### src/rtl/drenador_fifos_if.sv
// FIFO-side and egress-side bus of the drain stage.
// Latency: none (wires only).
// Backpressure: the pop strobes are the only flow control toward the FIFOs.
interface drenador_fifos_if #(
  parameter int DATA_W = 10
);
  logic              empty_0, empty_1, empty_2, empty_3;
  logic [DATA_W-1:0] data_in0, data_in1, data_in2, data_in3;
  logic              pop_0, pop_1, pop_2, pop_3;
  logic [DATA_W-1:0] data_out;
  logic              valid_out;

  // Drain stage side: reads FIFO heads, drives pops and the egress word.
  modport master (
    input  empty_0, empty_1, empty_2, empty_3,
    input  data_in0, data_in1, data_in2, data_in3,
    output pop_0, pop_1, pop_2, pop_3,
    output data_out, valid_out
  );

  // FIFO / downstream side.
  modport slave (
    output empty_0, empty_1, empty_2, empty_3,
    output data_in0, data_in1, data_in2, data_in3,
    input  pop_0, pop_1, pop_2, pop_3,
    input  data_out, valid_out
  );
endinterface

### src/rtl/drenador_fifos.sv
// Round-robin drain of four FWFT FIFOs into one word-per-cycle egress stream.
// Latency: pop to valid_out is 1 cycle; entering ACTIVE costs one bubble cycle.
// Backpressure: pause gates pops combinationally; an already popped word still emerges.
module drenador_fifos #(
  parameter int DATA_W = 10
) (
  input  logic        clk,
  input  logic        rst_l,
  input  logic        init,
  input  logic        pause,
  drenador_fifos_if.master bus,
  output logic        idle,
  output logic [1:0]  state
);

  typedef enum logic [1:0] {
    S_RESET  = 2'd0,
    S_INIT   = 2'd1,
    S_IDLE   = 2'd2,
    S_ACTIVE = 2'd3
  } state_t;

  state_t            cur;
  logic [1:0]        rr;
  logic [3:0]        empty;
  logic [DATA_W-1:0] din [4];
  logic              any_data;
  logic              grant_vld;
  logic [1:0]        grant_ch;
  logic [1:0]        idx;
  logic              pop_en;
  logic [3:0]        pop_vec;
  logic [DATA_W-1:0] data_q;
  logic              valid_q;

  assign empty    = {bus.empty_3, bus.empty_2, bus.empty_1, bus.empty_0};
  assign din[0]   = bus.data_in0;
  assign din[1]   = bus.data_in1;
  assign din[2]   = bus.data_in2;
  assign din[3]   = bus.data_in3;
  assign any_data = ~&empty;

  // Pick the first non-empty channel searching upward from rr, wrapping 3->0.
  always_comb begin
    grant_vld = 1'b0;
    grant_ch  = rr;
    idx       = rr;
    for (int i = 0; i < 4; i++) begin
      idx = rr + 2'(i);
      if (!grant_vld && !empty[idx]) begin
        grant_vld = 1'b1;
        grant_ch  = idx;
      end
    end
  end

  // Pops fire only while draining; pause, init and reset all cut them in the same cycle.
  assign pop_en  = rst_l && (cur == S_ACTIVE) && !pause && !init && grant_vld;
  assign pop_vec = pop_en ? (4'b0001 << grant_ch) : 4'b0000;

  assign bus.pop_0     = pop_vec[0];
  assign bus.pop_1     = pop_vec[1];
  assign bus.pop_2     = pop_vec[2];
  assign bus.pop_3     = pop_vec[3];
  assign bus.data_out  = data_q;
  assign bus.valid_out = valid_q;
  assign state         = cur;

  // FSM, rr pointer and egress register; idle is registered alongside the state.
  always_ff @(posedge clk) begin
    if (!rst_l) begin
      cur     <= S_RESET;
      rr      <= 2'd0;
      data_q  <= '0;
      valid_q <= 1'b0;
      idle    <= 1'b0;
    end else begin
      valid_q <= pop_en;
      if (pop_en) begin
        data_q <= din[grant_ch];
        rr     <= grant_ch + 2'd1;
      end
      case (cur)
        S_RESET: begin
          cur  <= S_INIT;
          idle <= 1'b0;
        end
        S_INIT: begin
          if (!init) begin
            cur  <= S_IDLE;
            idle <= 1'b1;
          end
        end
        S_IDLE: begin
          if (init) begin
            cur  <= S_INIT;
            idle <= 1'b0;
            rr   <= 2'd0;
          end else if (!pause && any_data) begin
            cur  <= S_ACTIVE;
            idle <= 1'b0;
          end
        end
        S_ACTIVE: begin
          if (init) begin
            // Re-initialisation restarts arbitration from channel 0.
            cur  <= S_INIT;
            idle <= 1'b0;
            rr   <= 2'd0;
          end else if (pause || !any_data) begin
            cur  <= S_IDLE;
            idle <= 1'b1;
          end
        end
        default: begin
          cur  <= S_RESET;
          idle <= 1'b0;
        end
      endcase
    end
  end

endmodule
### src/flat_wrapper.sv
// flat-port wrapper written by rule: the top's interface ports become plain ports
module drenador_fifos_flat 
#(
  parameter int DATA_W = 10
)
  (clk, rst_l, init, pause, idle, state, bus_empty_0, bus_empty_1, bus_empty_2, bus_empty_3, bus_data_in0, bus_data_in1, bus_data_in2, bus_data_in3, bus_pop_0, bus_pop_1, bus_pop_2, bus_pop_3, bus_data_out, bus_valid_out);
  drenador_fifos_if #(.DATA_W(DATA_W)) bus_i ();
  input  logic clk;
  input  logic rst_l;
  input  logic init;
  input  logic pause;
  output logic idle;
  output logic [1:0] state;
  input wire logic [$bits(bus_i.empty_0)-1:0] bus_empty_0;
  input wire logic [$bits(bus_i.empty_1)-1:0] bus_empty_1;
  input wire logic [$bits(bus_i.empty_2)-1:0] bus_empty_2;
  input wire logic [$bits(bus_i.empty_3)-1:0] bus_empty_3;
  input wire logic [$bits(bus_i.data_in0)-1:0] bus_data_in0;
  input wire logic [$bits(bus_i.data_in1)-1:0] bus_data_in1;
  input wire logic [$bits(bus_i.data_in2)-1:0] bus_data_in2;
  input wire logic [$bits(bus_i.data_in3)-1:0] bus_data_in3;
  output wire logic [$bits(bus_i.pop_0)-1:0] bus_pop_0;
  output wire logic [$bits(bus_i.pop_1)-1:0] bus_pop_1;
  output wire logic [$bits(bus_i.pop_2)-1:0] bus_pop_2;
  output wire logic [$bits(bus_i.pop_3)-1:0] bus_pop_3;
  output wire logic [$bits(bus_i.data_out)-1:0] bus_data_out;
  output wire logic [$bits(bus_i.valid_out)-1:0] bus_valid_out;
  assign bus_i.empty_0 = bus_empty_0;
  assign bus_i.empty_1 = bus_empty_1;
  assign bus_i.empty_2 = bus_empty_2;
  assign bus_i.empty_3 = bus_empty_3;
  assign bus_i.data_in0 = bus_data_in0;
  assign bus_i.data_in1 = bus_data_in1;
  assign bus_i.data_in2 = bus_data_in2;
  assign bus_i.data_in3 = bus_data_in3;
  assign bus_pop_0 = bus_i.pop_0;
  assign bus_pop_1 = bus_i.pop_1;
  assign bus_pop_2 = bus_i.pop_2;
  assign bus_pop_3 = bus_i.pop_3;
  assign bus_data_out = bus_i.data_out;
  assign bus_valid_out = bus_i.valid_out;
  drenador_fifos #(.DATA_W(DATA_W)) u_core (.clk(clk), .rst_l(rst_l), .init(init), .pause(pause), .bus(bus_i), .idle(idle), .state(state));
endmodule
### config.mk
export PLATFORM = sky130hd
export DESIGN_NAME = drenador_fifos_flat
export DESIGN_NICKNAME = d
export VERILOG_FILES = /design/src/rtl/drenador_fifos_if.sv /design/src/rtl/drenador_fifos.sv /design/src/flat_wrapper.sv
export SDC_FILE = /design/constraint.sdc
export NUM_CORES = 1
export LEC_CHECK = 0
export ABC_AREA = 1
export CAP_MARGIN = 20
export CORE_MARGIN = 1.5
export CORE_UTILIZATION = 45
export CTS_CLUSTER_DIAMETER = 120
export DETAILED_ROUTE_END_ITERATION = 8
export PLACE_DENSITY = 0.83
export SYNTH_ARGS = -nofsm -noshare
export SYNTH_HDL_FRONTEND = slang
export SYNTH_SLANG_ARGS = --single-unit
### constraint.sdc
create_clock -name clk -period 3.7 [get_ports clk]
set_input_delay 0.74 -clock clk [delete_from_list [all_inputs] [get_ports clk]]
set_output_delay 0.74 -clock clk [all_outputs]
set_load 0.03 [all_outputs]
## After elaboration in Yosys (flattened, before gate mapping)

Index checks and enable logic that the tools add are counted.

| operators by class | value |
|---|---|
| add/subtract/negate cells | 4 |
| order comparisons | 5 |
| equal/unequal tests | 6 |
| shift operators | 1 |
| multiplexer cells | 34 |
| bitwise gates (word level) | 1 |
| reductions and logical operators | 21 |

Operator list:

| kind | number |
|---|---|
| $mux W2 | 11 |
| $bmux W10 S2 | 1 |
| $mux W10 | 2 |
| $mux W1 | 13 |
| $lt A2 B3 Y1 const B | 4 |
| $bmux W1 S2 | 4 |
| $logic_and A1 B1 Y1 | 8 |
| $logic_not A1 Y1 | 8 |
| $pmux W2 S4 | 1 |
| $add A2 B1 Y2 const B | 2 |
| $add A2 B2 Y2 const B | 2 |
| $eq A2 B2 Y1 const B | 2 |
| $mux W4 | 1 |
| $pmux W1 S4 | 1 |
| $reduce_and A4 Y1 | 1 |
| $shl A1 B2 Y4 const A | 1 |
| $ge A3 B3 Y1 const B | 1 |
| $ne A3 B2 Y1 const B | 1 |
| $ne A3 B3 Y1 const B | 1 |
| $not A2 Y3 | 1 |
| $reduce_and A3 Y1 | 1 |
| $eq A2 B1 Y1 const B | 1 |
| $logic_not A2 Y1 | 1 |
| $ne A2 B2 Y1 const B | 1 |
| other kinds (2) | 2 |

| word-level totals | value |
|---|---|
| register bits | 16 |
| input port bits | 48 |

## Logic depth before layout (Yosys ltp)

Gate-level depths: netlist (run 1).

| logic depth | value |
|---|---|
| word-level depth | 16 |
| gate-level depth with buffers | 18 |
| mapped depth without buffers | 16 |

## Least setup slack after synthesis (run 1)

Ideal clock, no wire load.

| timing path | value |
|---|---|
| path kind | in2out |
| start point | in bus_empty_1 |
| end point | out bus_pop_2 |
| arrival | 2.174 ns |
| data required time | 2.960 ns |
| setup slack | 0.786 ns |
| cell stages on the path | 12 |
| buffers on the path | 1 |
| cells stage by stage | inv_1 nand2_1 nand3_2 nand2_4 nand3_1 nand3_1 nand2_1 a21oi_1 buf_4 ha_1 inv_1 nor2_1 |

| on the way | value |
|---|---|
| word-level cells in the longest chain between the ends | 13 |
| elaborated cells on any way between the ends | 26 |

RTL lines:

| what | line | source |
|---|---|---|
| from (decl) | flat_wrapper.sv:15 | `input wire logic [$bits(bus_i.empty_1)-1:0] bus_empty_1;` |
| $bmux W1 S2 | drenador_fifos.sv:50 | `if (!grant_vld && !empty[idx]) begin` |
| $mux W1 (implied by the code) | drenador_fifos.sv:50 |  |
| $logic_not A1 Y1 | drenador_fifos.sv:50 |  |
| $logic_and A1 B1 Y1 | drenador_fifos.sv:50 |  |
| $mux W1 | drenador_fifos.sv:50 |  |
| $logic_not A1 Y1 | drenador_fifos.sv:50 |  |
| $logic_and A1 B1 Y1 | drenador_fifos.sv:50 |  |
| $mux W1 | drenador_fifos.sv:50 |  |
| $logic_not A1 Y1 | drenador_fifos.sv:50 |  |
| $logic_and A1 B1 Y1 | drenador_fifos.sv:50 |  |
| $mux W2 or $mux W1 (tied branches) | drenador_fifos.sv:50 |  |
| $shl A1 B2 Y4 or $logic_and A1 B1 Y1 (tied branches) | drenador_fifos.sv:59, drenador_fifos.sv:58 |  |
| $mux W4 (*) | drenador_fifos.sv:59 | `assign pop_vec = pop_en ? (4'b0001 << grant_ch) : 4'b0000;` |
| to (decl) | flat_wrapper.sv:24 | `output wire logic [$bits(bus_i.pop_2)-1:0] bus_pop_2;` |

Mark *: on every way between the ends. The rest lies on a longest branch, timed or not. The select of a mux whose other input is x is not followed.

## Final worst setup path (run 1)

| timing path | value |
|---|---|
| start point | in bus_empty_2 |
| end point | out bus_pop_0 |

| on the way | value |
|---|---|
| word-level cells in the longest chain between the ends | 13 |
| elaborated cells on any way between the ends | 26 |

RTL lines:

| what | line | source |
|---|---|---|
| from (decl) | flat_wrapper.sv:16 | `input wire logic [$bits(bus_i.empty_2)-1:0] bus_empty_2;` |
| $bmux W1 S2 | drenador_fifos.sv:50 |  |
| $mux W1 (implied by the code) | drenador_fifos.sv:50 |  |
| $logic_not A1 Y1 | drenador_fifos.sv:50 |  |
| $logic_and A1 B1 Y1 | drenador_fifos.sv:50 |  |
| $mux W1 | drenador_fifos.sv:50 |  |
| $logic_not A1 Y1 | drenador_fifos.sv:50 |  |
| $logic_and A1 B1 Y1 | drenador_fifos.sv:50 |  |
| $mux W1 | drenador_fifos.sv:50 |  |
| $logic_not A1 Y1 | drenador_fifos.sv:50 |  |
| $logic_and A1 B1 Y1 | drenador_fifos.sv:50 |  |
| $mux W2 or $mux W1 (tied branches) | drenador_fifos.sv:50 |  |
| $shl A1 B2 Y4 or $logic_and A1 B1 Y1 (tied branches) | drenador_fifos.sv:59, drenador_fifos.sv:58 |  |
| $mux W4 (*) | drenador_fifos.sv:59 |  |
| to (decl) | flat_wrapper.sv:22 | `output wire logic [$bits(bus_i.pop_0)-1:0] bus_pop_0;` |

Marked as above.

==> results of run 1 <==
## registers in the layout, summed over array words and instances (netlist names), named ones only
signal and count:
u_core.idle 1, u_core.bus.valid_out 1, u_core.state 2, u_core.bus.data_out 10
u_core.rr 1
## per-layer routing
layer,up-vias,global-route usage,part of all wire
met1,795,0.327,0.45
met4,0,0.0901,0.015
li1,948,-,-
met2,46,0.387,0.48
met5,-,0,0
met3,6,0.0171,0.053
## per-stage QoR
stage               worst slack (ns)  hold WS [ns]
finish                         0.179         0.477
floorplan                      0.786         0.600
detailed placement             0.259         0.465
global placement               0.320         0.457
CTS                            0.241         0.478
global route                 -0.0125         0.493
## worst max-delay path, stage by stage
cell and delay [ns]:
clkdlybuf4s50_1 0.55, inv_1 0.08, nand2_1 0.11, nand3_2 0.09
nand2_4 0.10, nand4_2 0.16, nor2_1 0.19, inv_1 0.06
nand2_1 0.18, ha_1 0.19, inv_1 0.04, nor2_1 0.12
buf_4 0.18
## cell usage after synthesis (all sizes together)
cell    count  share of area
nand2     141           0.39
nand3      43           0.15
inv        19          0.048
dfxtp      16           0.21
buf        12          0.063
nor2        9          0.024
a21oi       6          0.020
o21ai       5          0.019
ha          4          0.034
nand4       3          0.017
clkbuf      2         0.0050
nor3        1         0.0034
o31ai       1         0.0050
## worst paths after layout
kind	slack, ns	end	startpoint
worst min-delay path	0.48	u_core.bus.data_out[3]$_SDFFE_PN0P_	u_core.bus.data_out[3]$_SDFFE_PN0P_
worst min register to register	0.48	u_core.bus.data_out[3]$_SDFFE_PN0P_	u_core.bus.data_out[3]$_SDFFE_PN0P_
worst max-delay path	0.18	bus_pop_0	bus_empty_2
worst max register to register	1.36	u_core.bus.data_out[8]$_SDFFE_PN0P_	u_core.rr[0]$_SDFF_PN0_
## area by class of cell
class / instances / share of cell area
Multi-Input combinational cell: 213 / 0.460
Tap cell: 44 / 0.0253
Sequential cell: 16 / 0.147
Clock buffer: 4 / 0.0167
Inverter: 19 / 0.0328
Timing Repair Buffer: 72 / 0.318
## cells by family (layout without fill, tap and decap cells)
group | Yosys count | after routing | share of synthesized area
buffers and inverters | 33 | 95 | 0.116
DFF | 16 | 16 | 0.215
AOI/OAI and AO/OA | 12 | 12 | 0.0445
adders and majority gates | 4 | 4 | 0.0336
and+or+nand+nor | 197 | 197 | 0.591
## power breakdown
part / switching [uW] / internal, uW / total, uW / leakage, uW
combinational: 91.7 / 88.8 / 181 / 0.000954
sequential: 3.13 / 175 / 178 / 0.000130
clock: 53.7 / 60.0 / 114 / 0.0000210
==> results.yml, run 1 <==
outcome:
  status: "finished, final reports clean"
die:
  die_h_um: 60.5
  rows: 20
  core_area_um2: 3100
  die-area_um2: 3670
  pin_count: 66
  start_util: 0.480
  die_w_um: 60.5
setup_path:
  worstPathRequired_ns: 2.96
  cp.arrival_ns: 2.78
  r2r_cells: 13
  crit_path_max_fanout: 6
  critPathCaptureType: "output pin"
  critical_path_class: "primary input to output pin"
  crit_path_start_kind: "primary input"
yosys:
  syn_area_per_cell_um2: 5.69
  ys_seq_area_frac: 0.215
  syn_nets: 314
  ys_warn_count: 0
  ys_ff_latch: 16
  synthCells: 262
  yosysUniqueCellTypes: 22
  synth_area_um2: 1490
clock_tree:
  cts_hold_buffers: 0
  cts.clk_slew.worst_paths_ns: 0.09
  cts_tree: "yes"
  htree_num_levels: 1
  clockBufferDepth: 2
  clock_latency_ns: 0.29
  cts.repair.resized: 0
  cts_setup_buffers: 0
  cts.sinks: 16
  cts_buffers: 3
  clock-root-buffer: "clkbuf_4"
cells_and_area:
  fin_util: 0.702
  post-route-cell-area_um2: 2180
  nFillCells: 304
  multi_input_area_um2: 1000
  diodes: 0
  final_common_cell: "nand2_1"
  regArea_um2: 320
  fin_cells: 368
  drive_gt1_frac: 0.130
  synthToLayoutAreaGrowth_pct: 46.1
  nNetsFinal: 377
  final_cell_mix: "123 x nand2_1, 61 x clkdlybuf4s50_1, 40 x nand3_1, 17 x inv_1"
job:
  drv_cap: 0
place:
  numPortBuffers: 65
  dp_cells: 364
  dpl-instance-area_um2: 2140
  gp_congestion: 0.875
  dp_hpwl_um: 3290
timing:
  fin_crit_sh: 0.952
  finalHoldViolCount: 0
  slew-limit-headroom: 0.697
  setup_viol: 0
  skew_ns: 0.00268
  slew_viol_final: 0
  worst_pin_slew_ns: 0.453
  period_minus_slack_ns: 3.52
  fmax_mhz: 284
  fin_setup_tns_ns: 0
global_routing:
  grt_pass1_vias: 1525
  grt.overflow.total: 0
  grt_pass1_wl_um: 6670
  antenna_found_initial: 0
  grt_util_all_layers: 0.236
  grt_start_max_net_pins: 21
power:
  ir_worst_vdd_mv: 0.187
  power_uw: 473
  cellLeakagePower_uw: 0.00110
  power-per-cell-area_nw_per_um2: 217
min_path:
  holdPathStages: 2
  min-delay-path-class: "flip-flop to flip-flop"
route:
  wirelength_um: 4270
  vias: 1795
  dr.pass1.iters: 4
  route.detailed.drc: 0
  viasPerCell: 4.88
  ant_nets: 0
  wl_per_cell_um: 11.6
  initialDrtViolationCount: 124
Power figures use the tool's default switching activity.
==> inputs of run 2 (changes only) <==
--- a/config.mk
+++ b/config.mk
@@ -8,10 +8,11 @@
 export ABC_AREA = 1
 export CAP_MARGIN = 20
 export CORE_MARGIN = 1.5
-export CORE_UTILIZATION = 45
+export CORE_UTILIZATION = 65
 export CTS_CLUSTER_DIAMETER = 120
 export DETAILED_ROUTE_END_ITERATION = 8
-export PLACE_DENSITY = 0.83
+export DONT_BUFFER_PORTS = 1
+export PLACE_DENSITY = 0.79
 export SYNTH_ARGS = -nofsm -noshare
 export SYNTH_HDL_FRONTEND = slang
 export SYNTH_SLANG_ARGS = --single-unit
==> run 2 against run 1 <==
Compared with the run above:
- maximum frequency rose by 8.5%
- die area fell by 29%
- power is 20% lower
- clock power decreased by 25%
- via count is 15% lower
- critical path depth down 1
- final cell count fell by 22%
- sequential power up 3%
- register-to-register slack improved by 0.23 ns
- clock skew decreased by 0.0016 ns
- sequential cell count unchanged
- utilization down 1.4 points
- critical path type is now flip-flop to output pin
- largest cell class unchanged
==> results.yml, run 2 (synthesis results as in run 1) <==
outcome:
  status: "finished, final reports clean"
timing:
  fin_crit_sh: 0.877
  fin_setup_tns_ns: 0
  setup_slack_ns: 0.455
  worst_pin_slew_ns: 0.558
  setup_viol: 0
  period_minus_slack_ns: 3.25
  finalHoldViolCount: 0
  rsz0062_at_grt: "no"
  slew-limit-headroom: 0.627
  fmax_mhz: 308
  slew_viol_final: 0
  skew_ns: 0.00109
  timing.hold.ws_ns: 0.598
clock_tree:
  cts.sinks: 16
  cts_tree: "yes"
  clock-root-buffer: "clkbuf_4"
  cts_hold_buffers: 0
  cts.repair.resized: 0
  cts.clk_slew.worst_paths_ns: 0.08
  clockBufferDepth: 2
  htree_num_levels: 1
  cts_buffers: 3
  cts_setup_buffers: 0
  clock_latency_ns: 0.28
route:
  wl_met1_um: 1570
  wirelength_um: 3230
  routed.top_layer: "met4"
  wl_met2_um: 1390
  viasPerCell: 5.31
  dr.pass1.iters: 4
  initialDrtViolationCount: 31
  wl_per_cell_um: 11.3
  met3_length_um: 212
  vias: 1523
  ant_nets: 0
  route.detailed.drc: 0
cells_and_area:
  final_common_cell: "nand2_1"
  regArea_um2: 320
  largest_register_ffs: 10
  drive_gt1_frac: 0.143
  synthToLayoutAreaGrowth_pct: 1.09
  diodes: 0
  multi_input_area_um2: 997
  fin_util: 0.688
  nFillCells: 226
  fin_cells: 287
  final_cell_mix: "123 x nand2_1, 40 x nand3_1, 17 x inv_1, 16 x nand2_2, 16 x dfxtp_1"
  nNetsFinal: 313
die:
  die-area_um2: 2590
  core_area_um2: 2190
  die_w_um: 50.9
  rows: 17
  start_util: 0.680
  pin_count: 66
  die_h_um: 50.9
place:
  dp_cells: 284
  dp_hpwl_um: 2410
  gp_congestion: 0.901
  place_ws_ns: 0.665
  numPortBuffers: 0
power:
  power-per-cell-area_nw_per_um2: 250
  cellLeakagePower_uw: 0.000852
  ir_worst_vdd_mv: 0.310
setup_path:
  cp.arrival_ns: 2.51
  path_depth: 12
  critical-path-top-delay-family: "simple AND/OR/NAND/NOR gates"
  path_cells: "inv_2 > nand2_1 > nand2_1 > o21ai_2 > nand4_2 > nor2_1 > inv_1 > nand2_1 > ha_1 > inv_1 > nor2_1 > buf_4"
  crit_path_start_kind: "flip-flop"
  r2r_cells: 13
  crit_path_max_fanout: 12
  worstPathRequired_ns: 2.96
  cp_common_cell: "nand2_1"
  critPathCaptureType: "output pin"
  critical_path_class: "flip-flop to output pin"
  crit_buf_inv: 4
  slowest_delay_ns: 0.53
  cpMaxStageDelayCell: "dfxtp_1"
global_routing:
  grt_pass1_wl_um: 5110
  grt.overflow.total: 0
  grt_util_all_layers: 0.255
  grt_pass1_vias: 1256
  antenna_found_initial: 0
  grt_start_max_net_pins: 25
min_path:
  holdPathStages: 2
  min-delay-path-class: "primary input to flip-flop"
job:
  drv_cap: 0
[run 2: changes by cell type in the layout (fill, tap and decap cells not counted), sizes merged]
cell and change:
clkbuf -1, buf -3, clkdlybuf4s50 -61
[run 2: area by class of cell]
type,instances,share of cell area
Tap cell,28,0.0233
Multi-Input combinational cell,213,0.662
Timing Repair Buffer,8,0.0399
Sequential cell,16,0.213
Inverter,19,0.0473
Clock buffer,3,0.0150
[run 2: final timing paths]
check,slack [ns],end,from
worst max-delay path,0.45,bus_pop_1,flip-flop
worst min-delay path,0.60,u_core.bus.data_out[8]$_SDFFE_PN0P_,rst_l
worst max register to register,1.59,flip-flop,flip-flop
worst min register to register,0.63,u_core.bus.data_out[8]$_SDFFE_PN0P_,u_core.bus.data_out[8]$_SDFFE_PN0P_
[run 2: power breakdown]
part	total [uW]	leakage, uW	switching (uW)	internal (uW)
Clock	85.8	0.0000138	48.0	37.8
Sequential	184	0.000130	9.22	175
Combinational	106	0.000709	67.8	38.2
[run 2: stage by stage]
step           cell area, um^2  power (uW)
6_report                  1510         376
5_1_grt                   1510         398
4_1_cts                   1510         380
3_5_place_dp              1480         294
3_3_place_gp              1480         293
2_1_floorplan             1490         284
[run 2: layer usage]
metal / track usage / vias to the layer above
li1: - / 819
met1: 0.333 / 656
met2: 0.419 / 44
met3: 0.0351 / 4
met4: 0.113 / 0
met5: 0 / -
